==> src/rtl/status_reg.sv <==
// 6502 processor status register (P).
// Holds the six real flags N, V, D, I, Z, C. Bit 5 always reads 1 and bit 4
// (B) exists only in the pushed image. Flag sources, lowest to highest
// precedence: ALU write enables, flag instructions, interrupt entry (I only),
// load from the data bus (PLP/RTI). Reset overrides everything.
//
// Handshake: there is no valid/ready flow control here. Each enable input
// (flag_we bits, flag_op_valid, irq_entry, p_load) is a single-cycle strobe
// sampled on the rising edge of clk. The block never stalls, so every strobe
// that is high at an edge is consumed at that edge.
module status_reg #(
  parameter logic [7:0] RESET_P        = 8'h24,
  parameter int         IRQ_MASK_DELAY = 1
) (
  input  logic       clk,
  input  logic       reset,
  input  logic [7:0] alu_flags,
  input  logic [7:0] flag_we,
  input  logic       flag_op_valid,
  input  logic [2:0] flag_op,
  input  logic       p_load,
  input  logic [7:0] data_in,
  input  logic       irq_entry,
  input  logic       push_brk,
  output logic [7:0] p_out,
  output logic [7:0] p_push,
  output logic       carry_q,
  output logic       decimal_mode,
  output logic       irq_mask
);

  // Flag instruction encodings
  localparam logic [2:0] OP_SEC = 3'd0;
  localparam logic [2:0] OP_CLC = 3'd1;
  localparam logic [2:0] OP_SEI = 3'd2;
  localparam logic [2:0] OP_CLI = 3'd3;
  localparam logic [2:0] OP_SED = 3'd4;
  localparam logic [2:0] OP_CLD = 3'd5;
  localparam logic [2:0] OP_CLV = 3'd6;

  // Stored flags
  logic n_q, v_q, d_q, i_q, z_q, c_q;
  logic n_d, v_d, d_d, i_d, z_d, c_d;

  // High when interrupt entry is the source of I at this edge; the IRQ mask
  // follows such a set immediately rather than with the usual lag.
  logic i_forced;

  // Bits 5:4 of the flag buses carry no stored state.
  logic unused_bits;
  assign unused_bits = ^{alu_flags[5:4], flag_we[5:4], data_in[5:4]};

  // Next-state flags, built up from the lowest precedence source to the highest
  always_comb begin
    n_d      = n_q;
    v_d      = v_q;
    d_d      = d_q;
    i_d      = i_q;
    z_d      = z_q;
    c_d      = c_q;
    i_forced = 1'b0;

    if (flag_we[7]) n_d = alu_flags[7];
    if (flag_we[6]) v_d = alu_flags[6];
    if (flag_we[3]) d_d = alu_flags[3];
    if (flag_we[2]) i_d = alu_flags[2];
    if (flag_we[1]) z_d = alu_flags[1];
    if (flag_we[0]) c_d = alu_flags[0];

    if (flag_op_valid) begin
      case (flag_op)
        OP_SEC:  c_d = 1'b1;
        OP_CLC:  c_d = 1'b0;
        OP_SEI:  i_d = 1'b1;
        OP_CLI:  i_d = 1'b0;
        OP_SED:  d_d = 1'b1;
        OP_CLD:  d_d = 1'b0;
        OP_CLV:  v_d = 1'b0;
        default: ; // reserved encoding is a no-op
      endcase
    end

    if (irq_entry) begin
      i_d      = 1'b1;
      i_forced = 1'b1;
    end

    if (p_load) begin
      n_d      = data_in[7];
      v_d      = data_in[6];
      d_d      = data_in[3];
      i_d      = data_in[2];
      z_d      = data_in[1];
      c_d      = data_in[0];
      i_forced = 1'b0;
    end
  end

  // Flag register with asynchronous reset to RESET_P
  always_ff @(posedge clk or posedge reset) begin
    if (reset) begin
      n_q <= RESET_P[7];
      v_q <= RESET_P[6];
      d_q <= RESET_P[3];
      i_q <= RESET_P[2];
      z_q <= RESET_P[1];
      c_q <= RESET_P[0];
    end else begin
      n_q <= n_d;
      v_q <= v_d;
      d_q <= d_d;
      i_q <= i_d;
      z_q <= z_d;
      c_q <= c_d;
    end
  end

  assign p_out        = {n_q, v_q, 1'b1, 1'b0,     d_q, i_q, z_q, c_q};
  assign p_push       = {n_q, v_q, 1'b1, push_brk, d_q, i_q, z_q, c_q};
  assign carry_q      = c_q;
  assign decimal_mode = d_q;

  generate
    if (IRQ_MASK_DELAY == 0) begin : g_mask_direct
      assign irq_mask = i_q;
    end else begin : g_mask_delay
      logic mask_q;

      // Mask trails I by one cycle, except that an interrupt-entry set is
      // taken at once. Because the mask still holds the old I on the cycle
      // after CLI, an interrupt entry on that cycle keeps the mask high.
      always_ff @(posedge clk or posedge reset) begin
        if (reset) begin
          mask_q <= RESET_P[2];
        end else if (i_forced) begin
          mask_q <= 1'b1;
        end else begin
          mask_q <= i_q;
        end
      end

      assign irq_mask = mask_q;
    end
  endgenerate

endmodule

==> config.mk <==
export PLATFORM = sky130hd
export DESIGN_NAME = status_reg
export DESIGN_NICKNAME = d
export VERILOG_FILES = /design/src/rtl/status_reg.sv
export SDC_FILE = /design/constraint.sdc
export NUM_CORES = 1
export LEC_CHECK = 0
export BUFFER_PORTS_ARGS = -buffer_cell sky130_fd_sc_hd__buf_2
export CAP_MARGIN = 20
export CORE_MARGIN = 2
export CORE_UTILIZATION = 34
export DETAILED_ROUTE_END_ITERATION = 10
export HOLD_SLACK_MARGIN = 0.06
export PLACE_DENSITY = 0.78
export SETUP_SLACK_MARGIN = 0.15
export SKIP_LAST_GASP = 1
export SYNTH_ARGS = -nofsm -noshare
export SYNTH_HDL_FRONTEND = slang
export SYNTH_SLANG_ARGS = --single-unit
==> constraint.sdc <==
create_clock -name clk -period 1.1 [get_ports clk]
set_input_delay 0.055 -clock clk [delete_from_list [all_inputs] [get_ports clk]]
set_output_delay 0.055 -clock clk [all_outputs]
set_load 0.02 [all_outputs]
==> qor.txt <==
worst reg-to-reg path cell count: 3
PwrDens: 1100 nW/um^2
Mapped Area: 510 sq um
Yosys top cell by area: dfrtp_1
nets@finish: 127
Worst R2R Start: carry_q
final worst path period need: 1.03 ns
critical path depth: 3
Max Cap Violations: 0
Setup TNS: 0 ns
Min-Delay Path Class: input port to primary output
total number of yosys warnings: 0
cells after synthesis: 56
Critical Path Start Type: flip-flop
max-slew violations: 0
Buf/Inv on CP: 0
Die Ht: 42.8 um
DR DRC count: 0
CP max stage delay: 0.39 ns
outcome: complete, no violations
CTS root buffer: clkbuf_4
fmax: 975 MHz
initial core utilization: 37.8%
worst endpoint required time: 1.23 ns
Final period util: 93.2%
post-route worst setup slack: 0.0748 ns
chip width: 42.8 um
post-synthesis area per instance: 9.12 sq um
First DRT Iteration DRCs: 7
worst skew pair latency: 0.24 ns
largest net degree at the start of global routing: 14
global router's overall resource usage: 12.7%
First-pass DRT Iterations: 3
fin area: 749 sq um
Filler cells: 114
CTS tree: built
largest fanout on the critical path: 2
core area: 1350 sq um
nature of the critical path endpoint: flip-flop
Hold Startpoint: push_brk
ranking of synthesized cells by area: dfrtp_1, buf_4, dfstp_2
H-tree depth: 1
cts bufs inserted: 3
slowest stage cell on the critical path: dfrtp_2
Crit. Startpoint: carry_q
Leak Pwr: 0.403 nW
layout cells sized above 1: 54.8%
type of the worst setup path: flip-flop to flip-flop
most frequent cells in the layout: buf_2, dlygate4sd3_1, nand2_1, mux2i_1
dpl ws: 0.0641 ns
Fin Hold WS: 0.110 ns
drt wl/cell: 10.5 um
initial antenna violation count: 0
clk buf depth: 2
number of nets with antenna violations after routing: 0
VDD IR max: 0.599 mV
vias per std cell: 4.56
Critical Path, Cell by Cell: nor2b_1, a211o_1, a22o_1
clk slew on worst S/H paths: 0.05 ns
sequential element share of the synthesized area: 34.8%
Layout area overhead: 46.8%
number of global-route vias before repair: 439
Placed Area: 611 sq um
Min-Delay Path Depth: 0
Total Wirelength: 1130 um
Yosys cell types: 24
# rows: 13
final setup skew: 0.000422 ns
Worst R2R Setup Slack: 0.07 ns
grt ovf: 0
Final Hold Viols: 0
commonest non-fill, non-tap cell in the layout: buf_2
Critical Path AT: 1.16 ns
I/O pins: 52
placer congestion estimate: 0.751
Finished Core Util: 55.5%
Antenna Cells: 0
dpl hpwl: 843 um
global-route wire length before repair: 1730 um
vias after detailed routing: 493
number of synthesized register bits: 7
top-area cell type share of the netlist area: 24.5%
# setup viols final: 0
CP top delay family: flip-flops
die area: 1830 sq um
RSZ-0062 raised after global routing: yes
clock sinks: 7
port bufs: 40
[kinds of logic after synthesis]
| group | Yosys count | synth area share (%) |
|---|---|---|
| muxes | 5 | 10.0 |
| and+or+nand+nor | 12 | 12.5 |
| AOI/OAI and AO/OA | 10 | 14.5 |
| other | 2 | 1.47 |
| DFF | 7 | 34.8 |
| buffers and inverters | 20 | 26.7 |
[area by class of cell]
class                   instances  area (sq um)  share of cell area (%)
well taps                      15          18.8                    2.50
inverters                       3          11.3                    1.50
flip-flops and latches          7           180                    24.0
multi-input cells              30           206                    27.5
clock buffers                   4          26.3                    3.51
repair buffers                 49           307                    40.9
[repair_timing]
action / CTS / global route
pin swaps: 2 / 1
hold buffers: 8 / 0
hold endpoints to repair: 14 / 0
setup endpoints to repair: 5 / 5
resized for setup: 7 / 0
setup buffers: 0 / 1
[flip-flops by register name, indices dropped and copies added (netlist names)]
register / cells
carry_q: 1
decimal_mode: 1
i_q: 1
irq_mask: 1
n_q: 1
v_q: 1
z_q: 1
[final timing paths]
kind,to
max,carry_q
min,p_push[4]
max reg2reg,carry_q
min reg2reg,irq_mask
max in group asynchronous,i_q
min in group asynchronous,z_q
[power breakdown]
part	internal [mW]	switching (mW)	leakage, nW
sequential	0.287	0.0181	0.0792
combinational	0.135	0.152	0.309
clock	0.138	0.0906	0.0150
total	0.561	0.261	0.403
[layer usage]
metal	part of all wire (%)	wire length [um]	up-vias	track usage (%)
met1	39	436	216	12.5
met4	1.2	13	0	7.50
met3	9.5	107	2	2.98
met5	0	0	-	0
met2	51	573	29	23.3
li1	-	-	246	-
[cells in the mapped netlist]
cell type / number
a211o_1: 1
a21o_1: 1
a21oi_1: 1
a22o_1: 1
a32oi_1: 1
buf_2: 1
buf_4: 16
conb_1: 2
dfrtp_1: 5
dfstp_2: 2
inv_1: 3
mux2_2: 1
mux2i_1: 4
nand2_1: 5
nand2b_1: 1
nand3b_1: 1
nor2_1: 1
nor2b_1: 1
nor3b_1: 2
o21ai_0: 2
o21ai_2: 1
o221ai_1: 1
o31ai_1: 1
or3_1: 1
[through the flow]
stage,power [mW],instances
after floorplan,0.517,57
after global placement,0.548,95
after detailed placement,0.554,95
after CTS,0.830,107
after global routing,0.872,108
final,0.822,108
No activity file was read; power rests on OpenSTA's default activity.
